===== src/rtl/lc3b_types.sv =====
// Shared LC-3b datapath types plus the constants that size the default
// scoreboarded register file.
package lc3b_types;

  typedef logic [15:0] lc3b_word;
  typedef logic [2:0]  lc3b_reg;

  // Default number of in-flight writes tracked per architectural register.
  localparam int REGFILE_PEND_MAX = 3;

  // Pending-write counter wide enough to hold 0..REGFILE_PEND_MAX.
  typedef logic [$clog2(REGFILE_PEND_MAX + 1)-1:0] lc3b_pend_cnt;

  // Default geometry derived from the word and register-index types.
  localparam int REGFILE_WIDTH = $bits(lc3b_word);
  localparam int REGFILE_NREGS = 2 ** $bits(lc3b_reg);

endpackage


===== src/rtl/regfile_sb_if.sv =====
// Bus between decode/writeback (master) and the scoreboarded regfile (slave).
interface regfile_sb_if
  import lc3b_types::*;
#(
  parameter int WIDTH = REGFILE_WIDTH,
  parameter int NREGS = REGFILE_NREGS,
  parameter int NREAD = 2
);
  localparam int IDX_W = $clog2(NREGS);

  // Writeback side
  logic                            load;
  logic [IDX_W-1:0]                dest;
  logic [WIDTH-1:0]                in;
  // Decode read side
  logic [NREAD-1:0][IDX_W-1:0]     src;
  logic [NREAD-1:0][WIDTH-1:0]     reg_out;
  logic [NREAD-1:0]                reg_rdy;
  // Decode issue side
  logic                            issue_valid;
  logic [IDX_W-1:0]                issue_dest;
  logic                            issue_ready;
  // Status
  logic                            wb_err;

  modport master (
    output load, dest, in, src, issue_valid, issue_dest,
    input  reg_out, reg_rdy, issue_ready, wb_err
  );

  modport slave (
    input  load, dest, in, src, issue_valid, issue_dest,
    output reg_out, reg_rdy, issue_ready, wb_err
  );

endinterface


===== src/rtl/regfile_scoreboard.sv =====
// Per-register pending-write counters: issue increments, writeback retires,
// a same-cycle issue and retire to one register cancel out. Also produces
// issue_ready, the sticky spurious-writeback flag and per-read-port ready.
module regfile_scoreboard
  import lc3b_types::*;
#(
  parameter int NREGS    = REGFILE_NREGS,
  parameter int NREAD    = 2,
  parameter int PEND_MAX = REGFILE_PEND_MAX,
  parameter bit BYPASS   = 1'b0,
  localparam int IDX_W   = $clog2(NREGS)
) (
  input  logic                        clk,
  input  logic                        reset,
  input  logic                        load,
  input  logic [IDX_W-1:0]            dest,
  input  logic                        issue_valid,
  input  logic [IDX_W-1:0]            issue_dest,
  input  logic [NREAD-1:0][IDX_W-1:0] src,
  output logic                        issue_ready,
  output logic                        wb_err,
  output logic [NREAD-1:0]            port_rdy
);

  localparam int PW = $clog2(PEND_MAX + 1);
  localparam logic [PW-1:0] PEND_MAX_C = PW'(PEND_MAX);

  logic [PW-1:0] pend_q [NREGS];
  logic [PW-1:0] pend_d [NREGS];
  logic          wb_err_q;
  logic          wb_err_d;
  logic          issue_acc;

  // A retire in the same cycle frees the slot the new issue needs.
  always_comb begin
    issue_ready = (pend_q[issue_dest] < PEND_MAX_C) || (load && (dest == issue_dest));
    issue_acc   = issue_valid && issue_ready;
  end

  // Next counter values and sticky error; issue+retire to one register cancel.
  always_comb begin
    pend_d = pend_q;
    for (int r = 0; r < NREGS; r++) begin
      if (issue_acc && (issue_dest == IDX_W'(r))) begin
        if (!(load && (dest == IDX_W'(r)))) begin
          pend_d[r] = pend_q[r] + PW'(1);
        end
      end else if (load && (dest == IDX_W'(r)) && (pend_q[r] != '0)) begin
        pend_d[r] = pend_q[r] - PW'(1);
      end
    end
    wb_err_d = wb_err_q ||
               (load && (pend_q[dest] == '0) && !(issue_acc && (issue_dest == dest)));
  end

  // Counter and error state, cleared immediately on reset.
  always_ff @(posedge clk or posedge reset) begin
    if (reset) begin
      for (int r = 0; r < NREGS; r++) begin
        pend_q[r] <= '0;
      end
      wb_err_q <= 1'b0;
    end else begin
      pend_q   <= pend_d;
      wb_err_q <= wb_err_d;
    end
  end

  assign wb_err = wb_err_q;

  // Per-port readiness; with forwarding a retiring write counts as done.
  for (genvar gi = 0; gi < NREAD; gi++) begin : g_port
    if (BYPASS) begin : g_byp
      assign port_rdy[gi] = (load && (dest == src[gi])) ? (pend_q[src[gi]] <= PW'(1))
                                                        : (pend_q[src[gi]] == '0);
    end else begin : g_nobyp
      assign port_rdy[gi] = (pend_q[src[gi]] == '0);
    end
  end

endmodule


===== src/rtl/regfile_sb.sv =====
// Scoreboarded LC-3b register file: data array, read muxes and optional
// writeback-to-decode forwarding. The pending-write bookkeeping lives in
// regfile_scoreboard.
// Optional feature: define REGFILE_BYPASS_EN to forward same-cycle
// writeback data (and readiness) to matching read ports.
module regfile_sb
  import lc3b_types::*;
#(
  parameter int WIDTH    = REGFILE_WIDTH,
  parameter int NREGS    = REGFILE_NREGS,
  parameter int NREAD    = 2,
  parameter int PEND_MAX = REGFILE_PEND_MAX
) (
  input  logic       clk,
  input  logic       reset,
  regfile_sb_if.slave bus
);

`ifdef REGFILE_BYPASS_EN
  localparam bit BYPASS_EN = 1'b1;
`else
  localparam bit BYPASS_EN = 1'b0;
`endif

  logic [WIDTH-1:0]             data_q [NREGS];
  logic [WIDTH-1:0]             data_d [NREGS];
  logic [NREAD-1:0][WIDTH-1:0]  rd_data;
  logic [NREAD-1:0]             rd_rdy;

  // Writeback always lands, even when it is a spurious retire.
  always_comb begin
    data_d = data_q;
    if (bus.load) begin
      data_d[bus.dest] = bus.in;
    end
  end

  // Register storage, cleared immediately on reset.
  always_ff @(posedge clk or posedge reset) begin
    if (reset) begin
      for (int r = 0; r < NREGS; r++) begin
        data_q[r] <= '0;
      end
    end else begin
      data_q <= data_d;
    end
  end

  regfile_scoreboard #(
    .NREGS    (NREGS),
    .NREAD    (NREAD),
    .PEND_MAX (PEND_MAX),
    .BYPASS   (BYPASS_EN)
  ) u_scoreboard (
    .clk         (clk),
    .reset       (reset),
    .load        (bus.load),
    .dest        (bus.dest),
    .issue_valid (bus.issue_valid),
    .issue_dest  (bus.issue_dest),
    .src         (bus.src),
    .issue_ready (bus.issue_ready),
    .wb_err      (bus.wb_err),
    .port_rdy    (rd_rdy)
  );

  // Read muxes; every port may read any register simultaneously.
  for (genvar gi = 0; gi < NREAD; gi++) begin : g_rd
    if (BYPASS_EN) begin : g_byp
      assign rd_data[gi] = (bus.load && (bus.dest == bus.src[gi])) ? bus.in
                                                                  : data_q[bus.src[gi]];
    end else begin : g_nobyp
      assign rd_data[gi] = data_q[bus.src[gi]];
    end
  end

  assign bus.reg_out = rd_data;
  assign bus.reg_rdy = rd_rdy;

endmodule


===== src/flat_wrapper.sv =====
// flat-port wrapper written by rule: the top's interface ports become plain ports
module regfile_sb_flat import lc3b_types::*;
#(
  parameter int WIDTH    = REGFILE_WIDTH,
  parameter int NREGS    = REGFILE_NREGS,
  parameter int NREAD    = 2,
  parameter int PEND_MAX = REGFILE_PEND_MAX
)
  (clk, reset, bus_load, bus_dest, bus_in, bus_src, bus_issue_valid, bus_issue_dest, bus_reg_out, bus_reg_rdy, bus_issue_ready, bus_wb_err);
  regfile_sb_if #(.WIDTH(WIDTH), .NREGS(NREGS), .NREAD(NREAD)) bus_i ();
  input  logic clk;
  input  logic reset;
  input wire logic [$bits(bus_i.load)-1:0] bus_load;
  input wire logic [$bits(bus_i.dest)-1:0] bus_dest;
  input wire logic [$bits(bus_i.in)-1:0] bus_in;
  input wire logic [$bits(bus_i.src)-1:0] bus_src;
  input wire logic [$bits(bus_i.issue_valid)-1:0] bus_issue_valid;
  input wire logic [$bits(bus_i.issue_dest)-1:0] bus_issue_dest;
  output wire logic [$bits(bus_i.reg_out)-1:0] bus_reg_out;
  output wire logic [$bits(bus_i.reg_rdy)-1:0] bus_reg_rdy;
  output wire logic [$bits(bus_i.issue_ready)-1:0] bus_issue_ready;
  output wire logic [$bits(bus_i.wb_err)-1:0] bus_wb_err;
  assign bus_i.load = bus_load;
  assign bus_i.dest = bus_dest;
  assign bus_i.in = bus_in;
  assign bus_i.src = bus_src;
  assign bus_i.issue_valid = bus_issue_valid;
  assign bus_i.issue_dest = bus_issue_dest;
  assign bus_reg_out = bus_i.reg_out;
  assign bus_reg_rdy = bus_i.reg_rdy;
  assign bus_issue_ready = bus_i.issue_ready;
  assign bus_wb_err = bus_i.wb_err;
  regfile_sb #(.WIDTH(WIDTH), .NREGS(NREGS), .NREAD(NREAD), .PEND_MAX(PEND_MAX)) u_core (.clk(clk), .reset(reset), .bus(bus_i));
endmodule

===== config.mk =====
export PLATFORM = sky130hd
export DESIGN_NAME = regfile_sb_flat
export DESIGN_NICKNAME = d
export VERILOG_FILES = /design/src/rtl/lc3b_types.sv /design/src/rtl/regfile_sb_if.sv /design/src/rtl/regfile_scoreboard.sv /design/src/rtl/regfile_sb.sv /design/src/flat_wrapper.sv
export SDC_FILE = /design/constraint.sdc
export NUM_CORES = 1
export LEC_CHECK = 0
export ABC_AREA = 1
export CAP_MARGIN = 0
export CORE_MARGIN = 3
export CORE_UTILIZATION = 50
export DETAILED_ROUTE_END_ITERATION = 10
export GPL_ROUTABILITY_DRIVEN = 0
export PLACE_DENSITY = 0.66
export REMOVE_ABC_BUFFERS = 1
export SYNTH_ARGS = -nofsm -noshare
export SYNTH_HDL_FRONTEND = slang
export SYNTH_SLANG_ARGS = --single-unit

===== constraint.sdc =====
create_clock -name clk -period 6.6 [get_ports clk]
set_clock_uncertainty 0.2 [all_clocks]
set_input_delay 0.99 -clock clk [delete_from_list [all_inputs] [get_ports clk]]
set_output_delay 0.99 -clock clk [all_outputs]
set_load 0.01 [all_outputs]

==> impl_metrics.toml, run 1 <==
[setup_path]
critPathArrivalTime_ns = 3.80
r2r-start = "u_core.u_scoreboard.pend_q[4]$_DFFE_PP0P_"
rr_endpoint = "u_core.u_scoreboard.wb_err$_DFF_PP0_"
critical_path_class = "input pin to primary output"
reg2reg_depth = 11
critPathMostFrequentCell = "clkdlybuf4s50_1"
cpLargestDelayFamily = "buffers and inverters"
cp_max_fo = 18
cp-end-kind = "primary output"
required_ns = 5.41
crit_slowest_cell = "clkdlybuf4s50_1"
critPathMaxStageDelay_ns = 0.91
timing.reg2reg.setup_slack_ns = 4.69
crit_buf_inv = 4
worstPathCellList = "clkdlybuf4s50_1, clkinv_1, o32ai_1, inv_1, clkdlybuf4s50_1"
worstSetupStartpointType = "input pin"

[worst_hold_path]
min_from = "u_core.u_scoreboard.wb_err$_DFF_PP0_"
hold_class = "flip-flop to flip-flop"
hold_depth = 1
min_delay_worst_endpoint = "u_core.u_scoreboard.wb_err$_DFF_PP0_"

[sta]
min_period_over_period = 0.755
hold_viol_final = 0
setup_viol = 0
rsz0062_at_grt = "no"
max_freq_mhz = 201
slew_viol_final = 0
timing.slew.headroom = 0.251
worst_slew_pin_slew_ns = 1.12
finalSetupTns_ns = 0
min_period_ns = 4.99

[place]
portBuffers = 67
dp_cells = 1367
dp_hpwl_um = 14500

[pwr]
power_frac_clock = 0.334
swShare = 0.324
seqPwrFrac = 0.422
ir_worst_vdd_mv = 0.204
p_int_mw = 1.96
p_switching_mw = 0.941
power_density_nw_per_um2 = 306
p_comb_frac = 0.244
power_leakage_nw = 4.27

[drt]
first_pass_iters = 5
first_iter_violations = 795
vias = 7891
avgRoutedWirePerCell_um = 17.0
drc = 0
viasPerCell = 5.64
drt-total-wl_um = 23700
postRouteAntennaNets = 0

[grt]
antenna_found_initial = 0
grt_pass1_vias = 7444
grt.overflow.total = 0
grt_usage = 0.277
grt_max_degree = 82
grt_pass1_wl_um = 39400

[run]
max_cap_viol_count = 0

[run_status]
status = "complete, no violations"

[clocking]
htreeDepth = 4
cts_hold_buf = 0
clockBufferDepth = 2
cts_root_buf = "clkbuf_16"
cts_buffers = 17
postCtsSetupBuffers = 0
clock_latency_ns = 0.42
cts.repair.resized = 0
cts_tree = "yes"
numClockSinks = 145
path_clk_slew_ns = 0.06

[yosys]
avgSynthCellArea_um2 = 7.12
synth_top_area_frac = 0.444
yosysUniqueCellTypes = 24
yosysWarnings = 0
synth_top_cell_by_area = "dfrtp_1"
yosys-top-cells-area = "dfrtp_1, o21ai_0, nand2_1"
ys_seq_area_frac = 0.444
ys_ff_latch = 145
syn_inst = 1148
syn_area_um2 = 8180

[layout]
fin_nets = 1202
layout.cells.non_filler = 1398
final_common_cell = "nand2_1"
fill_cells = 1521
mostFrequentLayoutCells = "nand2_1, o21ai_0, dfrtp_1"
fin_util = 0.594
drive_gt1_frac = 0.0482
antenna_cells = 0
area_delta_synth_final_pct = 15.9

[floorplanning]
row_count = 46
io_pins = 68
core-area_um2 = 15900
initial_core_util = 0.513
design.die.area_um2 = 17900
die_x_um = 134
die_h_um = 134
[registers in the layout (all words and copies together), names as in the netlist]
signal / cells
u_core.data_q: 128
u_core.u_scoreboard.wb_err: 1
u_core.u_scoreboard.pend_q: 16
[kinds of logic after synthesis]
family | synth area share
compound gates | 0.266
simple gates | 0.199
flops | 0.444
buf+inv | 0.0878
xor+xnor | 0.00321
[cells in the mapped netlist (all sizes together)]
master  number
nand2      293
o21ai      266
dfrtp      145
inv         97
a21oi       73
nor2        72
clkbuf      66
a31oi       32
o211ai      32
nand3       27
nand4       16
buf         12
clkinv       9
o22ai        2
xnor2        2
a21o         1
o221ai       1
o32ai        1
xor2         1
[metrics by stage]
| step | hold WS [ns] | area (um2) | power (mW) | setup slack, ns |
|---|---|---|---|---|
| 4_1_cts | 0.265 | 9480 | 2.91 | 1.59 |
| 3_3_place_gp | 0.252 | 8890 | 1.92 | 1.57 |
| 5_1_grt | 0.303 | 9480 | 3.08 | 1.43 |
| 2_1_floorplan | 0.263 | 7860 | 1.65 | 1.52 |
| 6_report | 0.261 | 9480 | 2.90 | 1.61 |
| 3_5_place_dp | 0.252 | 8890 | 1.94 | 1.60 |
[metal layers]
metal,global-route usage,vias to the layer above,routed length [um]
li1,-,3884,-
met1,0.399,3687,11100
met2,0.433,286,10800
met3,0.0446,34,1400
met4,0.0874,0,363
met5,0,-,0
[worst reg2reg max path, delay by kind of cell (launching register included)]
kind                   cells  cell delay [ns]
AOI/OAI and AO/OA          2             0.24
buffers and inverters      1             0.20
DFF                        1             0.43
and+or+nand+nor            8             0.72
[power groups by stage]
stage	Sequential (mW)	Clock, mW	Combinational [mW]
6_report	1.22	0.970	0.708
3_5_place_dp	1.23	0	0.705
3_3_place_gp	1.23	0	0.691
4_1_cts	1.22	0.980	0.709
5_1_grt	1.25	1.02	0.814
2_1_floorplan	1.20	0	0.455
[cell type report]
class | count | area, um2 | area share
multi-input combinational | 819 | 3840 | 0.405
sequential | 145 | 3630 | 0.383
timing repair buffer | 81 | 756 | 0.0797
clock buffer | 19 | 443 | 0.0467
inverter | 106 | 403 | 0.0425
tap | 216 | 270 | 0.0285
clock inverter | 12 | 141 | 0.0149
[worst max path at each step]
stage                from                           end  slack, ns  cells past startpoint
2_1_floorplan       reset  u_core.data_q[0]$_DFFE_PP0P_       1.52                      1
3_3_place_gp   bus_src[5]                bus_reg_rdy[1]       1.57                      5
3_5_place_dp   bus_src[5]                bus_reg_rdy[1]       1.60                      5
4_1_cts        bus_src[5]                bus_reg_rdy[1]       1.59                      5
5_1_grt        bus_src[5]               bus_reg_out[16]       1.43                      4
6_report       bus_src[5]                bus_reg_rdy[1]       1.61                      5
Power figures use the tool's default switching activity.
==> inputs of run 2 (changes only) <==
- clock period: 6.6 -> 4.9 ns (I/O delays scaled with it)
==> run 2 against run 1 <==
Compared with the run above: cell count is 0.57% higher; via count is 1.3% higher; clock-buffer cell count is 3 higher; die area is the same; hold slack gained 0.013 ns; design area rose by 1.2%; register-to-register slack got worse by 1.7 ns; non-clock buffer count rose by 8; critical endpoint is now bus_issue_ready.
==> impl_metrics.toml, run 2 (same netlist as run 1, synthesis figures left out) <==
[pwr]
total_power_mw = 4.02
power_density_nw_per_um2 = 419
ir_worst_vdd_mv = 0.284
power_leakage_nw = 4.32

[setup_path]
required_ns = 3.96
critPathArrivalTime_ns = 2.99
critPathMaxStageDelay_ns = 0.77
cp-end-kind = "primary output"
cp_max_fo = 18
critPathMostFrequentCell = "nand2_1"
critical_path_class = "input pin to primary output"
worstPathCellList = "clkdlybuf4s50_1, inv_1, nand2_1, nand2_1, nand2_1, nand2_1, nand2_1, nand2_1, nand3_4, clkdlybuf4s50_1"
crit_slowest_cell = "clkdlybuf4s50_1"
worstSetupStartpointType = "input pin"
crit_buf_inv = 3
cpLargestDelayFamily = "buffers and inverters"

[clocking]
clockBufferDepth = 2
cts_buffers = 17
path_clk_slew_ns = 0.06
cts_root_buf = "clkbuf_16"
cts_tree = "yes"
cts_hold_buf = 0
numClockSinks = 145
postCtsSetupBuffers = 0
htreeDepth = 4
cts.repair.resized = 0
clock_latency_ns = 0.43

[drt]
first_iter_violations = 738
postRouteAntennaNets = 0
drc = 0
viasPerCell = 5.69
avgRoutedWirePerCell_um = 17.2
vias = 7995
drt-total-wl_um = 24200
first_pass_iters = 6

[place]
portBuffers = 67
post-place-ws_ns = 0.997
dp_hpwl_um = 14900

[floorplanning]
die_h_um = 134
core-area_um2 = 15900
initial_core_util = 0.513
design.die.area_um2 = 17900
die_x_um = 134
row_count = 46
io_pins = 68

[sta]
finalWorstSetupSlack_ns = 0.979
holdWs_ns = 0.274
min_period_ns = 3.92
max_freq_mhz = 255
rsz0062_at_grt = "no"
timing.slew.headroom = 0.240
slew_viol_final = 0
hold_viol_final = 0
min_period_over_period = 0.800
worst_slew_pin_slew_ns = 1.14
setup_viol = 0
finalSetupTns_ns = 0

[grt]
antenna_found_initial = 0
grt_max_degree = 98
grt_pass1_vias = 7552
grt.overflow.total = 0
grt_pass1_wl_um = 39400
grt_usage = 0.278

[run_status]
status = "complete, no violations"

[run]
max_cap_viol_count = 0

[layout]
mostFrequentLayoutCells = "nand2_1, o21ai_0, dfrtp_1"
area_delta_synth_final_pct = 17.3
fin_nets = 1210
largest_reg_flops = 128
final_common_cell = "nand2_1"
antenna_cells = 0
drive_gt1_frac = 0.0546
regMostFlops = "u_core.data_q"

[worst_hold_path]
hold_class = "flip-flop to flip-flop"
==> run 2: cell types whose count changed in the layout (fill, tap and decap cells not counted), sizes merged <==
cell	previous run	this run
buf	18	26
clkinv	17	12
clkbuf	19	22
bufinv	3	4
clkinvlp	1	2
==> run 2: path summary, 6_finish.rpt <==
path,from,endpoint,slack (ns),depth (start not counted)
setup reg to reg,u_core.u_scoreboard.pend_q[8]$_DFFE_PP0P_,u_core.u_scoreboard.wb_err$_DFF_PP0_,3.00,11
setup / recovery,bus_issue_dest[0],bus_issue_ready,0.98,10
max in group asynchronous,reset,u_core.data_q[3]$_DFFE_PP0P_,2.88,3
min in group asynchronous,reset,u_core.data_q[106]$_DFFE_PP0P_,0.65,2
hold / removal,u_core.u_scoreboard.wb_err$_DFF_PP0_,u_core.u_scoreboard.wb_err$_DFF_PP0_,0.27,1
hold reg to reg,u_core.u_scoreboard.wb_err$_DFF_PP0_,u_core.u_scoreboard.wb_err$_DFF_PP0_,0.27,1
==> run 2: final cells by class <==
type | instances | area [um2]
well taps | 216 | 270
repair buffers | 89 | 816
inverters | 106 | 403
clock inverters | 9 | 154
flip-flops and latches | 145 | 3630
multi-input cells | 819 | 3840
clock buffers | 22 | 484
fillers | 1532 | 6350
==> run 2: routing by layer <==
metal / GRT usage / vias to the layer above / routed length, um / part of all wire
met5: 0 / - / 0 / 0
met4: 0.0960 / 0 / 548 / 0.023
met3: 0.0514 / 52 / 1710 / 0.071
met2: 0.437 / 324 / 11100 / 0.46
met1: 0.390 / 3725 / 10900 / 0.45
li1: - / 3894 / - / -
==> run 2: metrics by stage <==
stage	instances	utilization	area [um2]
2_1_floorplan	1070	-	7860
3_3_place_gp	1375	0.562	8950
3_5_place_dp	1375	0.562	8950
4_1_cts	1406	0.602	9590
5_1_grt	1406	0.602	9590
6_report	1406	0.602	9590
==> run 2: power breakdown <==
group	internal, mW	switching, mW	total (mW)
Combinational	0.374	0.590	0.965
Clock	0.902	0.506	1.41
Sequential	1.46	0.183	1.65
